$ cat config.mk
export PLATFORM = sky130hd
export DESIGN_NAME = mul_seq
export DESIGN_NICKNAME = d
export VERILOG_FILES = /design/src/rtl/mul_pkg.sv /design/src/rtl/cla_32.sv /design/src/rtl/mul_seq.sv
export SDC_FILE = /design/constraint.sdc
export NUM_CORES = 1
export LEC_CHECK = 0
export ABC_CLOCK_PERIOD_IN_PS = 5900
export CELL_PAD_IN_SITES_DETAIL_PLACEMENT = 1
export CELL_PAD_IN_SITES_GLOBAL_PLACEMENT = 1
export CORE_MARGIN = 1
export CORE_UTILIZATION = 41
export DETAILED_ROUTE_END_ITERATION = 8
export GPL_ROUTABILITY_DRIVEN = 0
export HOLD_SLACK_MARGIN = 0.08
export PLACE_DENSITY_LB_ADDON = 0.1
export REMOVE_ABC_BUFFERS = 1
export SLEW_MARGIN = 10
export SYNTH_ARGS = -nofsm -noshare
export SYNTH_HDL_FRONTEND = slang
export SYNTH_SLANG_ARGS = --single-unit
$ cat constraint.sdc
create_clock -name clk -period 5.9 [get_ports clk]
set_input_delay 1.18 -clock clk [delete_from_list [all_inputs] [get_ports clk]]
set_output_delay 1.18 -clock clk [all_outputs]
set_load 0.05 [all_outputs]
$ cat src/rtl/mul_pkg.sv
// mul_pkg: shared widths and FSM state encoding for the sequential multiplier.
package mul_pkg;
  localparam int MUL_W = 32;
  localparam int CNT_W = $clog2(MUL_W);
  typedef enum logic [2:0] {
    S_IDLE   = 3'd0,
    S_ABS_A  = 3'd1,
    S_ABS_B  = 3'd2,
    S_RUN    = 3'd3,
    S_NEG_LO = 3'd4,
    S_NEG_HI = 3'd5,
    S_DONE   = 3'd6
  } state_t;
endpackage

$ cat src/rtl/cla_32.sv
// cla_32: adder built as a ripple of 4-bit carry-lookahead blocks.
module cla_32 #(
  parameter int W = 32
) (
  input  logic [W-1:0] a,
  input  logic [W-1:0] b,
  input  logic         c_in,
  output logic [W-1:0] s,
  output logic         c_out
);
  localparam int NB = W / 4;
  logic [NB:0] bc;
  assign bc[0] = c_in;
  for (genvar i = 0; i < NB; i++) begin : g_blk
    logic [3:0] g, p;
    logic [4:0] c;
    assign g = a[4*i+:4] & b[4*i+:4];
    assign p = a[4*i+:4] ^ b[4*i+:4];
    assign c[0] = bc[i];
    assign c[1] = g[0] | (p[0] & c[0]);
    assign c[2] = g[1] | (p[1] & g[0]) | (p[1] & p[0] & c[0]);
    assign c[3] = g[2] | (p[2] & g[1]) | (p[2] & p[1] & g[0]) | (p[2] & p[1] & p[0] & c[0]);
    assign c[4] = g[3] | (p[3] & g[2]) | (p[3] & p[2] & g[1]) | (p[3] & p[2] & p[1] & g[0]) | (&p & c[0]);
    assign s[4*i+:4] = p ^ c[3:0];
    assign bc[i+1] = c[4];
  end
  assign c_out = bc[NB];
endmodule

$ cat src/rtl/mul_seq.sv
// mul_seq: sequential shift-add MULT/MULTU producing {hi,lo}, one shared adder.
module mul_seq
  import mul_pkg::*;
#(
  parameter int WIDTH = MUL_W
) (
  input  logic             clk,
  input  logic             rst_n,
  input  logic             start,
  input  logic             sign,
  input  logic [WIDTH-1:0] a,
  input  logic [WIDTH-1:0] b,
  output logic             busy,
  output logic             done,
  output logic [WIDTH-1:0] hi,
  output logic [WIDTH-1:0] lo
);
  localparam int CW = $clog2(WIDTH);
  state_t state, next;
  logic [WIDTH-1:0] mcand, add_x, add_y, add_s;
  logic [CW-1:0] cnt;
  logic neg, sgn, cy, add_ci, add_c;
  logic last;
  assign last = cnt == CW'(WIDTH - 1);
  // Two's-complement steps feed the inverted operand with carry-in; RUN accumulates.
  assign add_x = state == S_ABS_A ? ~mcand :
                 (state == S_ABS_B || state == S_NEG_LO) ? ~lo :
                 state == S_NEG_HI ? ~hi : hi;
  assign add_y = (state == S_RUN && lo[0]) ? mcand : '0;
  assign add_ci = (state == S_ABS_A || state == S_ABS_B || state == S_NEG_LO) ? 1'b1 :
                  state == S_NEG_HI ? cy : 1'b0;
  cla_32 #(.W(WIDTH)) u_cla (
    .a(add_x),
    .b(add_y),
    .c_in(add_ci),
    .s(add_s),
    .c_out(add_c)
  );
  assign busy = state != S_IDLE;
  assign done = state == S_DONE;
  always_comb begin
    next = state;
    case (state)
      S_IDLE:   next = start ? (sign ? S_ABS_A : S_RUN) : S_IDLE;
      S_ABS_A:  next = S_ABS_B;
      S_ABS_B:  next = S_RUN;
      S_RUN:    next = last ? (neg ? S_NEG_LO : S_DONE) : S_RUN;
      S_NEG_LO: next = S_NEG_HI;
      S_NEG_HI: next = S_DONE;
      default:  next = S_IDLE;
    endcase
  end
  always_ff @(posedge clk or negedge rst_n) begin
    if (!rst_n) begin
      state <= S_IDLE;
      mcand <= '0;
      hi    <= '0;
      lo    <= '0;
      cnt   <= '0;
      neg   <= 1'b0;
      sgn   <= 1'b0;
      cy    <= 1'b0;
    end else begin
      state <= next;
      case (state)
        S_IDLE: if (start) begin
          mcand <= a;
          lo    <= b;
          hi    <= '0;
          cnt   <= '0;
          neg   <= sign & (a[WIDTH-1] ^ b[WIDTH-1]);
          sgn   <= sign;
        end
        S_ABS_A: if (sgn && mcand[WIDTH-1]) mcand <= add_s;
        S_ABS_B: if (sgn && lo[WIDTH-1]) lo <= add_s;
        S_RUN: begin
          {hi, lo} <= {add_c, add_s, lo[WIDTH-1:1]};
          cnt      <= cnt + 1'b1;
        end
        S_NEG_LO: {cy, lo} <= {add_c, add_s};
        S_NEG_HI: hi <= add_s;
        default: ;
      endcase
    end
  end
endmodule
**Word level (Yosys, flattened, before mapping)**

Index checks and enable logic that the tools add are counted.
Widths: inputs -> output; s select.

- Flip-flop bits (word level): 107
- Input port bits: 68
- Output and inout port bits: 66
- Word-level logic and storage cells: 294

- $add $sub $neg: 1
- Eq/ne operators: 10
- Muxes and demuxes: 21
- Bitwise gates (word level): 229
- Reductions and logical operators: 25

Operators with widths:

| cell | count |
|---|---|
| $mux 32 | 9 |
| $pmux 32 s4 | 1 |
| $and 1x1->1 | 121 |
| $not 32->32 | 3 |
| $pmux 32 s3 | 1 |
| $or 1x1->1 | 80 |
| $pmux 32 s2 | 1 |
| $xor 4x4->4 | 16 |
| $and 4x4->4 | 8 |
| $reduce_and 4->1 | 8 |
| $pmux 3 s6 | 1 |
| $pmux 5 s2 | 1 |
| $eq 3x3->1 const B | 3 |
| $eq 3x2->1 const B | 2 |
| $mux 2 | 3 |
| $reduce_and 2->1 | 3 |
| $reduce_and 3->1 | 2 |
| $reduce_bool 3->1 | 2 |
| $add 5x1->5 const B | 1 |
| $eq 5x5->1 const B | 1 |
| $mux 5 | 1 |
| $ne 2x1->1 const B | 2 |
| $reduce_bool 2->1 | 2 |
| $reduce_bool 4->1 | 1 |
| other kinds (8) | 13 |

**Logic depth before layout (Yosys ltp)**

- Depth after elaboration: 27
- Depth in mapped cells: 22
- Depth with buffers taken out: 18

**By module**

A second synthesis with hierarchy kept.

- Cell total of the unflattened synthesis: 981
- Area total of the unflattened synthesis: 9,272.6 um2

Modules (own cells, without submodules):

| module | instances | cells each | area each (um2) | seq. area each (um2) |
|---|---|---|---|---|
| mul_seq | 1 | 812 | 7,853.8 | 2,677.6 |
| cla_32 | 1 | 169 | 1,418.9 | 0.0 |

**Worst setup path after synthesis**

OpenSTA, ideal clock, no wires.

- Kind: register to register
- Start point: register state[2]
- End point: register lo[29]
- Library setup time: 137 ps
- Arrival time: 4,846 ps
- Data required time: 5,763 ps
- Slack: 917 ps
- Stages on the path, launching flop included: 21
- Path buffers: 4
- Clock period less this slack: 4,983 ps
- Path through: dfrtp_1 buf_2 buf_1 clkbuf_1 clkbuf_1 mux2i_1 a22oi_1 o21ai_0 ha_1 a21oi_1 o21ai_0 a211oi_1 a211oi_1 o31ai_1 a21oi_1 or2_2 fa_1 xnor2_1 nor2_1 a221oi_1 a21oi_1

- Longest elaborated chain between the ends: 27
- Elaborated cells on any way between the ends: 118
- Classes of those cells: 7 x eq/ne; 8 x mux; 89 x bitwise; 14 x reduce/logical

RTL lines:

| element | line | source |
|---|---|---|
| from (decl) | mul_seq.sv:19 | `state_t state, next;` |
| from (signal assigned) | mul_seq.sv:64 | `state <= next;` |
| $eq 3x3->1 (tied with other cells) | mul_seq.sv:28, mul_seq.sv:31 |  |
| $mux 32 / $logic_or 1x1->1 (equally long branches) | mul_seq.sv:28, mul_seq.sv:27 |  |
| $mux 32 | mul_seq.sv:27 | `(state == S_ABS_B \|\| state == S_NEG_LO) ? ~lo :` |
| $mux 32 | mul_seq.sv:26 | `assign add_x = state == S_ABS_A ? ~mcand :` |
| $xor 4x4->4 / $and 4x4->4 (equally long branches) | cla_32.sv:18, cla_32.sv:17 |  |
| $and 1x1->1 | cla_32.sv:23 | `assign c[4] = g[3] \| (p[3] & g[2]) \| (p[3] & p[2] & g[1]) \| (p[3] & p[2] & p[1] & g[0]) \| (&p & c[0]);` |
| $or 1x1->1 / $and 1x1->1 (equally long branches) (2 in a row) | cla_32.sv:23 |  |
| $or 1x1->1 (2 in a row) | cla_32.sv:23 |  |
| [9 not listed] | - |  |
| $or 1x1->1 | cla_32.sv:23 |  |
| $and 1x1->1 | cla_32.sv:23 |  |
| $or 1x1->1 | cla_32.sv:23 |  |
| $and 1x1->1 | cla_32.sv:20 | `assign c[1] = g[0] \| (p[0] & c[0]);` |
| $or 1x1->1 | cla_32.sv:20 |  |
| $xor 4x4->4 | cla_32.sv:24 | `assign s[4*i+:4] = p ^ c[3:0];` |
| $mux 32 | mul_seq.sv:75 | `S_ABS_B: if (sgn && lo[WIDTH-1]) lo <= add_s;` |
| $pmux 32 s4 | mul_seq.sv:65 | `case (state)` |
| to (signal assigned) | mul_seq.sv:75 |  |
| to (signal assigned) | mul_seq.sv:77 | `{hi, lo} <= {add_c, add_s, lo[WIDTH-1:1]};` |
| to (signal assigned) | mul_seq.sv:80 | `S_NEG_LO: {cy, lo} <= {add_c, add_s};` |
| to (decl) | mul_seq.sv:16 | `output logic [WIDTH-1:0] lo` |

Parallel ways exist; a longest one is shown, timed or not. The select of a mux whose other input is x is not followed.
A chain may end at the register's enable or synchronous reset.

**Worst setup path in the final report**

Same ends and word-level chain as after synthesis.

==> impl_summary.md <==
Global routing
In the global route stage, overall resource usage came out at 0.3201. The via count of the first global-routing pass came to 8726. The overflow left after global routing is 0. The first global-routing pass estimated 50010 microns of wire. The initial antenna violation count is 0.

Entering global routing, the biggest net connects 69 pins.

STA
The count of final max-slew check failures is 0. The final critical path time including I/O delays and setup is 5.397 ns. Setup repair after global routing left no endpoint under its margin. In the post-route analysis, the smallest setup slack over all paths is 0.5028 ns. The final hold violation count is 0. The worst-case headroom to the max-slew limit is 0.1076. On the final layout, the worst hold slack is 0.5008 ns. Setup violations remaining at the end of the flow were counted as 0. The portion of the clock cycle consumed by the worst path in the final layout is 0.9148. The highest attainable clock frequency is around 190 MHz. The clock skew after layout is 0.006441 ns. The actual slew at the worst max-slew pin is 1.331 ns.

Drt
Summing over every cut layer, the via total after detailed routing is approximately 8600. The DRC violations left is 0. Dividing the detail-routed via count by the number of cells gives 6.282.

The routed wire length per instance is 23.37 microns. The post-detailed-route count of antenna-violating nets is 0. The pre-antenna-repair detailed-routing pass consisted of 5 iterations.

Summed over all layers, the routed wires come to 32060 microns. The iteration-0 DRC count of the detailed router is 606.

Synth
The part of the Yosys area used for sequential elements is 0.3249. The synthesized flop and latch total is 107. The prevailing post-synth register cell is sky130_fd_sc_hd__dfrtp_1. The mean cell area of the mapped netlist is approximately 8 sq um. sky130_fd_sc_hd__dfrtp_1 takes more of the synthesized area than any other cell. Of the post-synthesis cell area, the dominant cell type holds 0.3249. The synthesis warning total is 0.

The number of synthesized flops with an enable pin is 0. The proportion of register bits with asynchronous set or reset after synthesis is 1.000. The number of different library cells used by synthesis comes to 67.

After synthesis, the cell types taking the most area are sky130_fd_sc_hd__dfrtp_1, sky130_fd_sc_hd__o21ai_0, sky130_fd_sc_hd__nand2_1. Synthesis produced a netlist whose cell count is 1015. In this run the cell area of the synthesized design comes to 8240 sq um.

Setup path
The setup path with the least slack is of type reg -> reg. Data arrives at the worst endpoint at 5.64 ns. The number of buffers and inverters on the critical path is 1. The endpoint required time on the critical path is 6.14 ns.

The top cell family by delay on the critical path is compound AO/OA/AOI/OAI gates. In this design, the stage delay of the slowest critical-path cell is 0.64 ns. On the critical path, the stage with the largest delay is an instance of sky130_fd_sc_hd__dfrtp_4. In this run the worst path has a maximum fanout of 27. STA classifies the critical path endpoint as a flop.

Traced cell by cell, the critical path runs through nand2b_1, buf_4, o22a_1, o21ai_0, ha_1, a21oi_1, o21ai_0, a211oi_1, a211oi_1, o31ai_1, a21oi_1, or2_2, fa_1, xnor2_1, nor2_1, a221oi_1, a21oi_1. By instance count, the cell type seen most on the critical path is sky130_fd_sc_hd__a21oi_1. The sort of element at the start of the critical path is a flop.

Power and ir drop
For this design the static power due to leakage is 0.004137 uW. The total power of the final layout is about 7500 uW. Dividing total power by cell area gives a power density of 742.2 nW/um^2.

The worst voltage drop across the vdd grid is 0.3090 mV.

Clocking
The clock-pin transition on the worst setup and hold timing paths is 0.07 ns. The clock latency of the later-clocked register in the worst-skew pair is 0.36 ns. The number of clock buffers added by TritonCTS is 9. The number of clock sinks seen by CTS is 107. After clock tree synthesis, the repair step resized 0 gates. TritonCTS built the clock tree.

The root buffer cell chosen for the clock tree is sky130_fd_sc_hd__clkbuf_16. The cts-stage hold buffer count is 0. The H-tree depth is 3. In this run the deepest clock path goes through 2 buffers. The number of post-CTS setup repair buffers is 0.

Die
After floorplanning, the core was divided into 51 placement rows. 134 I/O pins were placed. The die covers about 21000 sq um. Measured along the y axis, the die boundary spans 143.8 microns. In this run the standard cell core region covers 19590 sq um. The starting density of the core is 0.4206. In this run the horizontal extent of the chip is about 140 microns.

Place
Before CTS, the worst setup slack after placement is 0.6105 ns. The number of port buffers is 133. The wire-length estimate of the detail-placed layout is 21910 microns.

Layout
Once layout is complete, the utilization of the core stands at 0.5185. The repair_antennas step left the layout with diodes totalling 0. The number of nets in the layout is 1215. Of the cells placed in the final design, the portion with a size suffix greater than 1 is 0.06052.

The layout overhead on the synthesized area is 23.26%.

Min path
The type of the worst min-delay path is reg -> reg.

Job
Across the run, the number of max-cap violations was 0.

Outcome
The run finished with clean final reports.
-- synth_stat cells (all sizes together), types with 9 or more instances --
cell type and instances:
a21oi 61, o221ai 15, o22a 33, o21ai 107
a22oi 50, nor3 12, clkbuf 74, inv 23
a31oi 23, nand2 123, a221o 14, ha 34
and3 41, nand3 15, nor2 103, a221oi 15
dfrtp 107, buf 9, mux2i 37, nand2b 9
xnor2 11
-- state kept, by name, summed over array words and instances, names as in the netlist --
name	count
hi	32
lo	32
mcand	32
cnt	5
state	3
cy	1
neg	1
sgn	1
-- cell usage in the layout, fill, tap and decap left out, drive strengths merged, types with 2 or more instances in the layout --
| cell type | netlist | final |
|---|---|---|
| nor2 | 103 | 103 |
| o221ai | 15 | 15 |
| nand2b | 9 | 9 |
| mux2i | 37 | 37 |
| o32ai | 2 | 2 |
| a22oi | 50 | 50 |
| and4 | 3 | 3 |
| nand2 | 123 | 123 |
| a41oi | 4 | 4 |
| dfrtp | 107 | 107 |
| o21ai | 107 | 107 |
| o211ai | 4 | 4 |
| clkbuf | 74 | 11 |
| buf | 9 | 30 |
| clkdlybuf4s50 | 0 | 132 |
| o31ai | 8 | 8 |
| a32oi | 2 | 2 |
| nor3 | 12 | 12 |
| ha | 34 | 34 |
| a221o | 14 | 14 |
| nor2b | 6 | 6 |
| nand4 | 6 | 6 |
| nand3b | 2 | 2 |
| xor2 | 6 | 6 |
| fa | 8 | 8 |
| a21oi | 61 | 61 |
| o22a | 33 | 33 |
| and2 | 4 | 4 |
| xnor2 | 11 | 11 |
| a211oi | 6 | 6 |
| or4 | 2 | 2 |
| nand3 | 15 | 15 |
| inv | 23 | 23 |
| and3 | 41 | 41 |
| o21bai | 3 | 3 |
| or2 | 3 | 3 |
| a221oi | 15 | 15 |
| o21a | 6 | 6 |
| a31oi | 23 | 23 |
| a21o | 8 | 8 |
-- final cells by class --
cell class,count,area [sq um]
Fill cell,2364,9433
Multi-Input combinational cell,802,5196
Sequential cell,107,2681
Timing Repair Buffer,162,1572
Tap cell,265,331.6
Clock buffer,11,252.7
Inverter,23,86.33
Clock inverter,2,37.54
-- metal layers --
layer	global-route usage	vias up	wire length [microns]
met5	0	-	0
met4	0.1215	0	787
met3	0.04132	47	2078
met2	0.5202	340	15030
met1	0.4320	4285	14170
li1	-	3947	-
-- through the flow --
| stage | std cells | TNS (ns) | instance area (sq um) |
|---|---|---|---|
| finish | 1372 | 0 | 10160 |
| global route | 1372 | 0 | 10160 |
| CTS | 1372 | 0 | 10160 |
| detailed placement | 1359 | 0 | 9867 |
| global placement | 1359 | 0 | 9867 |
| floorplan | 932 | -98.55 | 7920 |
-- worst register-to-register path, cell delays in order, from the launching register on --
cell and delay [ns]:
sky130_fd_sc_hd__dfrtp_4 0.64, sky130_fd_sc_hd__nand2b_1 0.49, sky130_fd_sc_hd__buf_4 0.33, sky130_fd_sc_hd__o22a_1 0.16, sky130_fd_sc_hd__o21ai_0 0.13, sky130_fd_sc_hd__ha_1 0.22, sky130_fd_sc_hd__a21oi_1 0.31, sky130_fd_sc_hd__o21ai_0 0.17
sky130_fd_sc_hd__a211oi_1 0.51, sky130_fd_sc_hd__a211oi_1 0.25, sky130_fd_sc_hd__o31ai_1 0.37, sky130_fd_sc_hd__a21oi_1 0.15, sky130_fd_sc_hd__or2_2 0.31, sky130_fd_sc_hd__fa_1 0.43, sky130_fd_sc_hd__xnor2_1 0.40, sky130_fd_sc_hd__nor2_1 0.08
sky130_fd_sc_hd__a221oi_1 0.23, sky130_fd_sc_hd__a21oi_1 0.11
-- worst paths after layout --
check                              start      to  slack (ns)  cells past startpoint
worst max-delay path            state[2]  lo[29]        0.50                     17
worst min register to register    cnt[3]  cnt[3]        0.50                      1
max in group asynchronous          rst_n   lo[3]        3.84                      2
worst min-delay path              cnt[3]  cnt[3]        0.50                      1
worst max register to register  state[2]  lo[29]        0.50                     17
min in group asynchronous          rst_n  lo[16]        0.95                      1
-- power by group --
group,internal (uW),total (uW),leakage (uW),switching (uW)
combinational,2070,5400,0.00275,3330
clock,346,640,0.000140,293
sequential,1060,1500,0.00125,439
-- cells by family (layout without fill, tap and decap cells) --
| kind of cell | Yosys count | count (layout) | synth area share |
|---|---|---|---|
| simple gates | 333 | 333 | 0.1854 |
| mux | 38 | 38 | 0.04631 |
| fa+ha+maj | 42 | 42 | 0.07106 |
| buf+inv | 106 | 198 | 0.04935 |
| flops | 107 | 107 | 0.3249 |
| xor+xnor | 17 | 17 | 0.01807 |
| compound gates | 372 | 372 | 0.3049 |
Note: power is estimated with default switching activity, not from simulation.
